$ cat config.mk
export PLATFORM = sky130hd
export DESIGN_NAME = alarm_ctrl
export DESIGN_NICKNAME = d
export VERILOG_FILES = /design/src/rtl/alarm_pkg.sv /design/src/rtl/alarm_channel.sv /design/src/rtl/alarm_ctrl.sv
export SDC_FILE = /design/constraint.sdc
export NUM_CORES = 1
export LEC_CHECK = 0
export ABC_AREA = 0
export BUFFER_PORTS_ARGS = -buffer_cell sky130_fd_sc_hd__buf_4
export CAP_MARGIN = 0
export CORE_ASPECT_RATIO = 1.5
export CORE_UTILIZATION = 45
export CTS_BUF_LIST = sky130_fd_sc_hd__clkbuf_8
export CTS_CLUSTER_DIAMETER = 60
export CTS_CLUSTER_SIZE = 28
export DETAILED_ROUTE_END_ITERATION = 10
export GPL_ROUTABILITY_DRIVEN = 0
export GPL_TIMING_DRIVEN = 1
export PLACE_DENSITY = 0.67
export SLEW_MARGIN = 20
export SYNTH_ARGS = -nofsm -noshare
export SYNTH_HDL_FRONTEND = slang
export SYNTH_SLANG_ARGS = --single-unit
$ cat constraint.sdc
create_clock -name clk -period 2.4 [get_ports clk]
set_clock_uncertainty 0.05 [all_clocks]
set_input_delay 0.12 -clock clk [delete_from_list [all_inputs] [get_ports clk]]
set_output_delay 0.12 -clock clk [all_outputs]
set_load 0.02 [all_outputs]
$ cat src/rtl/alarm_pkg.sv
// Shared types and constants for the multi-channel alarm controller.
// Provides the per-channel state encoding, the BCD field width, the LED
// patterns, and helpers that size the ring and snooze counters.
package alarm_pkg;

    typedef enum logic [1:0] {
        ST_IDLE    = 2'd0,
        ST_RINGING = 2'd1,
        ST_SNOOZE  = 2'd2
    } alarm_state_e;

    localparam int BCD_W = 8;

    localparam logic [3:0] LED_ON  = 4'b1111;
    localparam logic [3:0] LED_SNZ = 4'b0001;
    localparam logic [3:0] LED_OFF = 4'b0000;

    function automatic int ring_cnt_w(input int ring_sec);
        return $clog2(ring_sec + 1);
    endfunction

    function automatic int snz_tmr_w(input int snooze_sec);
        return $clog2(snooze_sec + 1);
    endfunction

endpackage

$ cat src/rtl/alarm_channel.sv
// One alarm channel: edge-triggered time match, IDLE/RINGING/SNOOZE FSM,
// ring-duration counter, snooze timer and snooze count.
// Ports:
//   clk, rst                 clock, asynchronous active-high reset
//   sec_tick_i               one-cycle pulse per second
//   hr_i, mn_i               current BCD time
//   hr_alarm_i, mn_alarm_i   programmed BCD alarm time
//   en_i                     channel enable
//   btn_snooze_i/dismiss_i   one-cycle button pulses
//   ringing_o, snoozing_o    registered state flags
//   ring_nx_o, snz_nx_o      next-state flags (for the shared LED register)
module alarm_channel
    import alarm_pkg::*;
#(
    parameter int RING_SEC   = 60,
    parameter int SNOOZE_SEC = 300,
    parameter int MAX_SNOOZE = 3
) (
    input  logic             clk,
    input  logic             rst,
    input  logic             sec_tick_i,
    input  logic [BCD_W-1:0] hr_i,
    input  logic [BCD_W-1:0] mn_i,
    input  logic [BCD_W-1:0] hr_alarm_i,
    input  logic [BCD_W-1:0] mn_alarm_i,
    input  logic             en_i,
    input  logic             btn_snooze_i,
    input  logic             btn_dismiss_i,
    output logic             ringing_o,
    output logic             snoozing_o,
    output logic             ring_nx_o,
    output logic             snz_nx_o
);

    localparam int RW = ring_cnt_w(RING_SEC);
    localparam int SW = snz_tmr_w(SNOOZE_SEC);
    localparam logic [RW-1:0] RING_LOAD = RW'(RING_SEC);
    localparam logic [SW-1:0] SNZ_LOAD  = SW'(SNOOZE_SEC);
    localparam logic [2:0]    MAX_S     = 3'(MAX_SNOOZE);

    alarm_state_e  state_q, state_d;
    logic [RW-1:0] ring_q, ring_d;
    logic [SW-1:0] tmr_q, tmr_d;
    logic [2:0]    snz_q, snz_d;
    logic          match_d_q;
    logic          match, trig;

    assign match = en_i && (hr_i == hr_alarm_i) && (mn_i == mn_alarm_i);
    // match_d_q resets high so a match already present at reset release is
    // not treated as a new edge.
    assign trig  = match & ~match_d_q;

    always_comb begin
        state_d = state_q;
        ring_d  = ring_q;
        tmr_d   = tmr_q;
        snz_d   = snz_q;
        if (!en_i) begin
            state_d = ST_IDLE;
        end else if (btn_dismiss_i && state_q != ST_IDLE) begin
            state_d = ST_IDLE;
        end else if (trig) begin
            state_d = ST_RINGING;
            ring_d  = RING_LOAD;
            snz_d   = '0;
        end else begin
            case (state_q)
                ST_RINGING: begin
                    if (btn_snooze_i) begin
                        if (snz_q < MAX_S) begin
                            state_d = ST_SNOOZE;
                            tmr_d   = SNZ_LOAD;
                            snz_d   = snz_q + 3'd1;
                        end else begin
                            state_d = ST_IDLE;
                        end
                    end else if (sec_tick_i) begin
                        // Expire on the tick that would take the count to 0.
                        if (ring_q <= RW'(1)) begin
                            state_d = ST_IDLE;
                            ring_d  = '0;
                        end else begin
                            ring_d = ring_q - RW'(1);
                        end
                    end
                end
                ST_SNOOZE: begin
                    if (sec_tick_i) begin
                        if (tmr_q <= SW'(1)) begin
                            state_d = ST_RINGING;
                            ring_d  = RING_LOAD;
                            tmr_d   = '0;
                        end else begin
                            tmr_d = tmr_q - SW'(1);
                        end
                    end
                end
                default: ;
            endcase
        end
    end

    always_ff @(posedge clk or posedge rst) begin
        if (rst) begin
            state_q   <= ST_IDLE;
            ring_q    <= '0;
            tmr_q     <= '0;
            snz_q     <= '0;
            match_d_q <= 1'b1;
        end else begin
            state_q   <= state_d;
            ring_q    <= ring_d;
            tmr_q     <= tmr_d;
            snz_q     <= snz_d;
            match_d_q <= match;
        end
    end

    assign ringing_o  = (state_q == ST_RINGING);
    assign snoozing_o = (state_q == ST_SNOOZE);
    assign ring_nx_o  = (state_d == ST_RINGING);
    assign snz_nx_o   = (state_d == ST_SNOOZE);

endmodule

$ cat src/rtl/alarm_ctrl.sv
// Multi-channel alarm controller: N_ALARM independent alarm channels plus a
// shared blinking LED driver.
// Ports:
//   clk, rst              clock, asynchronous active-high reset
//   sec_tick              one-cycle pulse per second
//   hr, mn                current BCD time
//   hr_alarm, mn_alarm    packed BCD alarm times, channel i at [8i+7:8i]
//   alarm_en              per-channel enable
//   btn_snooze/dismiss    one-cycle button pulses, applied to all channels
//   ringing, snoozing     per-channel state flags
//   led_alarm             blink while any ringing, 0001 while snoozing only
module alarm_ctrl
    import alarm_pkg::*;
#(
    parameter int N_ALARM    = 2,
    parameter int RING_SEC   = 60,
    parameter int SNOOZE_SEC = 300,
    parameter int MAX_SNOOZE = 3
) (
    input  logic                     clk,
    input  logic                     rst,
    input  logic                     sec_tick,
    input  logic [BCD_W-1:0]         hr,
    input  logic [BCD_W-1:0]         mn,
    input  logic [BCD_W*N_ALARM-1:0] hr_alarm,
    input  logic [BCD_W*N_ALARM-1:0] mn_alarm,
    input  logic [N_ALARM-1:0]       alarm_en,
    input  logic                     btn_snooze,
    input  logic                     btn_dismiss,
    output logic [N_ALARM-1:0]       ringing,
    output logic [N_ALARM-1:0]       snoozing,
    output logic [3:0]               led_alarm
);

    logic [N_ALARM-1:0] ring_w, snz_w, ring_nx, snz_nx;
    logic               blink_q, blink_d;
    logic [3:0]         led_q, led_d;

    for (genvar g = 0; g < N_ALARM; g++) begin : g_ch
        alarm_channel #(
            .RING_SEC  (RING_SEC),
            .SNOOZE_SEC(SNOOZE_SEC),
            .MAX_SNOOZE(MAX_SNOOZE)
        ) u_ch (
            .clk          (clk),
            .rst          (rst),
            .sec_tick_i   (sec_tick),
            .hr_i         (hr),
            .mn_i         (mn),
            .hr_alarm_i   (hr_alarm[BCD_W*g +: BCD_W]),
            .mn_alarm_i   (mn_alarm[BCD_W*g +: BCD_W]),
            .en_i         (alarm_en[g]),
            .btn_snooze_i (btn_snooze),
            .btn_dismiss_i(btn_dismiss),
            .ringing_o    (ring_w[g]),
            .snoozing_o   (snz_w[g]),
            .ring_nx_o    (ring_nx[g]),
            .snz_nx_o     (snz_nx[g])
        );
    end

    // LED is computed from the channels' next state so it changes on the
    // same edge as ringing/snoozing.
    always_comb begin
        blink_d = blink_q;
        led_d   = LED_OFF;
        if (|ring_nx && !(|ring_w)) begin
            blink_d = 1'b1;
        end else if (sec_tick) begin
            blink_d = ~blink_q;
        end
        if (|ring_nx) begin
            led_d = blink_d ? LED_ON : LED_OFF;
        end else if (|snz_nx) begin
            led_d = LED_SNZ;
        end
    end

    always_ff @(posedge clk or posedge rst) begin
        if (rst) begin
            blink_q <= 1'b0;
            led_q   <= LED_OFF;
        end else begin
            blink_q <= blink_d;
            led_q   <= led_d;
        end
    end

    assign ringing   = ring_w;
    assign snoozing  = snz_w;
    assign led_alarm = led_q;

endmodule
==> impl_metrics.env, run 1 <==
export IMPL_run_status="finished clean"
export IMPL_path_cells="inv_1, ha_1, o21bai_1, and4b_1, or2b_4, a21o_1, a21o_1, a211oi_4, mux2i_1"
export IMPL_cp_data_required_time_ps=2580
export IMPL_clk_pin_slew_ps=90
export IMPL_critPathMaxStageDelay_ps=380
export IMPL_ys_ff_latch=45
export IMPL_grt_first_pass_wirelength_um=13200
export IMPL_cts_tree="yes"
export IMPL_clockRootBuffer="clkbuf_8"
export IMPL_tightestPinTransition_ps=508
export IMPL_antenna_found_initial=0
export IMPL_clock_sinks=45
export IMPL_first_global_vias=2962
export IMPL_cts_made_buffers=5
export IMPL_synthesis_area_sq_um=3230
export IMPL_hold_viol_final=0
export IMPL_synth_main_ff_cell="dfrtp_1"
export IMPL_end_kind="flop"
export IMPL_firstDrtPassIters=6
export IMPL_drc=0
export IMPL_dpl_hpwl_um=6300
export IMPL_htree_levels=2
export IMPL_yosys_warnings=0
export IMPL_n_fill_cell=628
export IMPL_seq_area_frac_synth_pct=35.0
export IMPL_die_area_sq_um=7520
export IMPL_post_drt_wl_per_cell_um=15.1
export IMPL_viasPerCell=5.70
export IMPL_first_iter_violations=126
export IMPL_path_class="flop to flop"
export IMPL_finalCriticalPeriod_ps=2280
export IMPL_finalCritPeriodShare_pct=94.8
export IMPL_report_final_slew_viol_count=0
export IMPL_antenna_left=0
export IMPL_fmax_mhz=440
export IMPL_crit_path_top_delay_cell="dfrtp_1"
export IMPL_avgSynthCellArea_sq_um=8.87
export IMPL_io_pins=63
export IMPL_synthesis_nets=435
export IMPL_path_delay_family="compound AO/OA/AOI/OAI gates"
export IMPL_core_sq_um=6900
export IMPL_cp_num_buf_inv=1
export IMPL_post_route_util_pct=58.2
export IMPL_num_vias=2968
export IMPL_routed_wl_um=7850
export IMPL_rows=37
export IMPL_arrival_ps=2450
export IMPL_startpoint_type="flop"
export IMPL_track_usage_pct=21.8
export IMPL_die_h_um=106
export IMPL_antenna_cells=0
export IMPL_ctsLongestPathBuffers=2
export IMPL_async_flop_share_pct=100
export IMPL_ys_types=64
export IMPL_grt_ovfl_total=0
export IMPL_grt_max_degree=33
export IMPL_fin_nets=513
export IMPL_power_density_nw_per_um2=425
export IMPL_io_buffers=62
export IMPL_crit_fanout=4
export IMPL_clk_latency_ps=310
export IMPL_crit_top_cell="a21o_1"
export IMPL_syn_instance_count=364
export IMPL_peakVddDrop_uv=305
export IMPL_initial_core_util_pct=46.8
export IMPL_synth_edf_count=0
export IMPL_tns_ps=0
export IMPL_drive_above_1_share_pct=26.0
export IMPL_finalSetupViolCount=0
export IMPL_slew_headroom_pct=65.8
export IMPL_area_delta_synth_final_pct=24.4
export IMPL_hold_class="primary input to flop"
export IMPL_rsz0062_at_grt="false"
export IMPL_maxCapViolations=0
export IMPL_leakage_uw=0.00182
export IMPL_die_w_um=71.2
timing repair:
action,CTS,global route
gates resized for setup,0,6
setup endpoints to repair,0,8
hold endpoints to repair,13,0
hold buffers,1,0
setup buffers,0,1
sequential cells by signal, summed over array words and instances (netlist names):
name,count
blink_q,1
g_ch.u_ch.match_d_q,2
g_ch.u_ch.ring_q,12
g_ch.u_ch.snz_q,6
g_ch.u_ch.state_q,4
g_ch.u_ch.tmr_q,18
led_alarm,2
kinds of logic (layout without fill, tap and decap cells):
logic type,Yosys count,after routing,share of synthesized area [%]
buffers and inverters,41,120,6.05
and+or+nand+nor,118,118,20.5
adders and majority gates,16,16,6.20
DFF,45,45,35.0
xor gates and xnor gates,34,34,9.22
AOI/OAI and AO/OA,108,108,22.4
muxes,2,2,0.620
placed cells by master (no fill, tap or decap), drive strengths merged, types with 10 or more instances in the layout:
cell	netlist	routed
a21oi	10	10
buf	11	85
dfrtp	43	43
ha	16	16
inv	26	26
nand2	24	24
nand3	10	10
nor2	30	30
nor3	11	11
nor4	13	13
o21ai	49	49
xnor2	15	15
xor2	19	19
metrics by stage:
stage / power (uW) / worst slack [ps] / instance area (sq um) / hold WS (ps) / std cells
4_1_cts: 1720 / 27.7 / 3980 / 25.7 / 520
5_1_grt: 1790 / 4.88 / 4020 / 50.6 / 521
6_report: 1710 / 125 / 4020 / 37.2 / 521
3_3_place_gp: 1110 / 99.7 / 3860 / 42.6 / 511
2_1_floorplan: 978 / 213 / 3230 / 229 / 364
3_5_place_dp: 1110 / 41.7 / 3860 / 47.5 / 511
per-layer routing:
layer | share of wire [%] | GRT usage, % | up-vias
met5 | 0 | 0 | -
met1 | 39 | 24.0 | 1462
li1 | - | - | 1466
met2 | 57 | 42.0 | 28
met4 | 1.8 | 7.00 | 0
met3 | 1.7 | 2.87 | 12
Yosys cell counts, types with 5 or more instances:
cell type / instances / area, sq um
nor2_1: 30 / 113
nand3_1: 10 / 50.1
xnor2_1: 15 / 131
ha_1: 16 / 200
nor4_1: 9 / 56.3
o21ai_0: 39 / 195
a31oi_1: 6 / 37.5
dfrtp_1: 43 / 1080
nand2b_1: 6 / 37.5
o21ai_1: 6 / 30.0
nand2_1: 24 / 90.1
a21oi_1: 10 / 50.1
o21a_1: 5 / 37.5
nor3_1: 11 / 55.1
buf_4: 6 / 45.0
inv_1: 25 / 93.8
xor2_1: 19 / 166
final cells by class:
cell class | instances | area [sq um] | share of cell area (%)
Multi-Input combinational cell | 278 | 1930 | 48.0
Clock buffer | 5 | 68.8 | 1.71
Clock inverter | 3 | 46.3 | 1.15
Inverter | 26 | 97.6 | 2.43
Tap cell | 78 | 97.6 | 2.43
Sequential cell | 45 | 1130 | 28.1
Timing Repair Buffer | 86 | 648 | 16.1
path summary, 6_finish.rpt:
path                       slack (ps)  cells past startpoint                     end                  start
max in group asynchronous        1290                      4  g_ch[1].u_ch.match_d_q                    rst
min in group asynchronous         250                      3  g_ch[0].u_ch.ring_q[4]                    rst
setup / recovery                  120                      9            led_alarm[0]  g_ch[0].u_ch.tmr_q[1]
hold reg to reg                   480                      2   g_ch[0].u_ch.snz_q[1]  g_ch[0].u_ch.snz_q[1]
hold / removal                     40                      4  g_ch[0].u_ch.match_d_q            hr_alarm[5]
setup reg to reg                  120                      9            led_alarm[0]  g_ch[0].u_ch.tmr_q[1]
report_power, final:
group / internal (uW) / leakage (uW) / switching, uW
logic: 151 / 0.00116 / 148
registers: 782 / 0.000605 / 21.4
clock network: 312 / 0.0000543 / 290
tightest hold or removal path, delay by kind of cell:
family,cells,cell delay (ps)
AND/OR/NAND/NOR,2,150
buffers and inverters,1,80
XOR/XNOR,1,50
No activity file was read; power rests on OpenSTA's default activity.
==> inputs of run 2 (changes only) <==
--- a/config.mk
+++ b/config.mk
@@ -6,7 +6,7 @@
 export NUM_CORES = 1
 export LEC_CHECK = 0
 export ABC_AREA = 0
-export BUFFER_PORTS_ARGS = -buffer_cell sky130_fd_sc_hd__buf_4
+export BUFFER_PORTS_ARGS = -buffer_cell sky130_fd_sc_hd__clkbuf_2
 export CAP_MARGIN = 0
 export CORE_ASPECT_RATIO = 1.5
 export CORE_UTILIZATION = 45
==> impl_metrics.env, run 2 (synthesized netlist as in run 1, its figures left out) <==
export IMPL_run_status="finished clean"
export IMPL_io_pins=63
export IMPL_grt_max_degree=46
export IMPL_ctsLongestPathBuffers=2
export IMPL_htree_levels=2
export IMPL_startpoint_type="flop"
export IMPL_seq_area_sq_um=1130
export IMPL_grt_first_pass_wirelength_um=12600
export IMPL_cp_data_required_time_ps=2570
export IMPL_grt_ovfl_total=0
export IMPL_report_final_slew_viol_count=0
export IMPL_final_cells=516
export IMPL_die_area_sq_um=7520
export IMPL_antenna_left=0
export IMPL_dp_cells=507
export IMPL_power_density_nw_per_um2=454
export IMPL_clk_pin_slew_ps=80
export IMPL_finalSetupViolCount=0
export IMPL_reg2reg_from="g_ch[0].u_ch.tmr_q[1]"
export IMPL_track_usage_pct=20.8
export IMPL_tightestPinTransition_ps=792
export IMPL_cts_setup_buffers=0
export IMPL_rr_worst_depth=10
export IMPL_maxCapViolations=0
export IMPL_first_iter_violations=142
export IMPL_finalCritPeriodShare_pct=94.9
export IMPL_whs_path_depth=4
export IMPL_die_h_um=106
export IMPL_fmax_mhz=439
export IMPL_final_cell_mix="62 x clkbuf_2, 42 x dfrtp_1, 38 x o21ai_0"
export IMPL_end_kind="flop"
export IMPL_drive_above_1_share_pct=25.8
export IMPL_largest_register="g_ch.u_ch.tmr_q"
export IMPL_core_sq_um=6900
export IMPL_fin_nets=508
export IMPL_cts_tree="yes"
export IMPL_first_global_vias=2898
export IMPL_leakage_uw=0.00177
export IMPL_r2r_slack_ps=120
export IMPL_antenna_found_initial=0
export IMPL_io_buffers=62
export IMPL_arrival_ps=2440
export IMPL_die_w_um=71.2
export IMPL_firstDrtPassIters=7
export IMPL_path_class="flop to flop"
export IMPL_post_drt_wl_per_cell_um=14.6
export IMPL_dpl_hpwl_um=6000
export IMPL_routed_wl_um=7540
export IMPL_hold_end="g_ch[0].u_ch.match_d_q"
export IMPL_hold_class="primary input to flop"
export IMPL_clock_sinks=45
export IMPL_finalCriticalPeriod_ps=2280
export IMPL_largest_register_ffs=18
export IMPL_biggestRegsByFlops="g_ch.u_ch.tmr_q: 18 flops, g_ch.u_ch.ring_q: 12 flops, g_ch.u_ch.snz_q: 6 flops"
export IMPL_drc=0
export IMPL_viasPerCell=5.67
export IMPL_slew_headroom_pct=47.2
export IMPL_initial_core_util_pct=46.8
export IMPL_hold_viol_final=0
export IMPL_n_fill_cell=625
export IMPL_clk_latency_ps=300
export IMPL_rows=37
export IMPL_final_common_cell="clkbuf_2"
export IMPL_peakVddDrop_uv=327
export IMPL_area_delta_synth_final_pct=19.5
export IMPL_num_vias=2925
export IMPL_worstHoldStart="hr_alarm[5]"
export IMPL_hold_ws_ps=37.4
export IMPL_multi_input_area_sq_um=1940
export IMPL_antenna_cells=0
export IMPL_clockRootBuffer="clkbuf_8"
export IMPL_rsz0062_at_grt="true"
export IMPL_reg2reg_to="led_alarm[0]"
export IMPL_crit_fanout=5
export IMPL_cts_made_buffers=5
[run 2: where the power goes]
group          switching (uW)  internal (uW)  total (uW)
registers                22.0            782         804
logic                     147            124         271
clock network             262            414         676
[run 2: cell type report]
type,instances,area share [%]
Inverter,26,2.56
Clock buffer,5,1.78
Sequential cell,45,29.3
Tap cell,78,2.53
Multi-Input combinational cell,278,50.4
Timing Repair Buffer,81,11.8
Clock inverter,3,1.69
[run 2: worst max-delay path by stage]
stage                                         to  slack (ps)  cells after the start                  start
after global routing      g_ch[1].u_ch.ring_q[1]           2                      9  g_ch[1].u_ch.tmr_q[1]
after detailed placement  g_ch[0].u_ch.ring_q[0]         -40                      9  g_ch[0].u_ch.tmr_q[1]
after global placement    g_ch[0].u_ch.ring_q[0]         110                      9  g_ch[0].u_ch.tmr_q[1]
after floorplan                     led_alarm[0]         210                      9  g_ch[0].u_ch.tmr_q[1]
after CTS                           led_alarm[0]          20                     10  g_ch[0].u_ch.tmr_q[1]
final                               led_alarm[0]         120                     10  g_ch[0].u_ch.tmr_q[1]
[run 2: worst max-delay path, cell delays in order, from the launching register on]
cell	delay, ps
dfrtp_1	390
inv_2	70
ha_1	170
o21bai_1	180
and4b_1	230
buf_4	160
a31oi_2	190
o21ai_2	90
a21o_1	220
a211oi_4	260
mux2i_1	210
[run 2: per-layer routing]
layer  wire length, um  track usage, %  part of all wire (%)  vias up
li1                  -               -                     -     1451
met1              3020            22.7                    40     1409
met2              4170            39.7                    55       54
met3               229            3.15                   3.0       11
met4               112            7.14                   1.5        0
met5                 0               0                     0        -
[run 2: timing repair]
item                       in CTS  in global routing
hold endpoints to repair       12                  0
pin swaps                       0                  1
resized for setup               1                  9
setup endpoints to repair       2                  5
hold buffers                    1                  0
[run 2: per-stage QoR]
step                      area [sq um]  utilization, %  total power [uW]  worst slack, ps  TNS [ps]
after floorplan                   3230               -               978              213         0
after global placement            3670            53.3              1080              113         0
after detailed placement          3670            53.3              1090            -43.0     -54.0
after CTS                         3820            55.4              1760             24.4         0
after global routing              3860            55.9              1830             1.75         0
final                             3860            55.9              1750              122         0
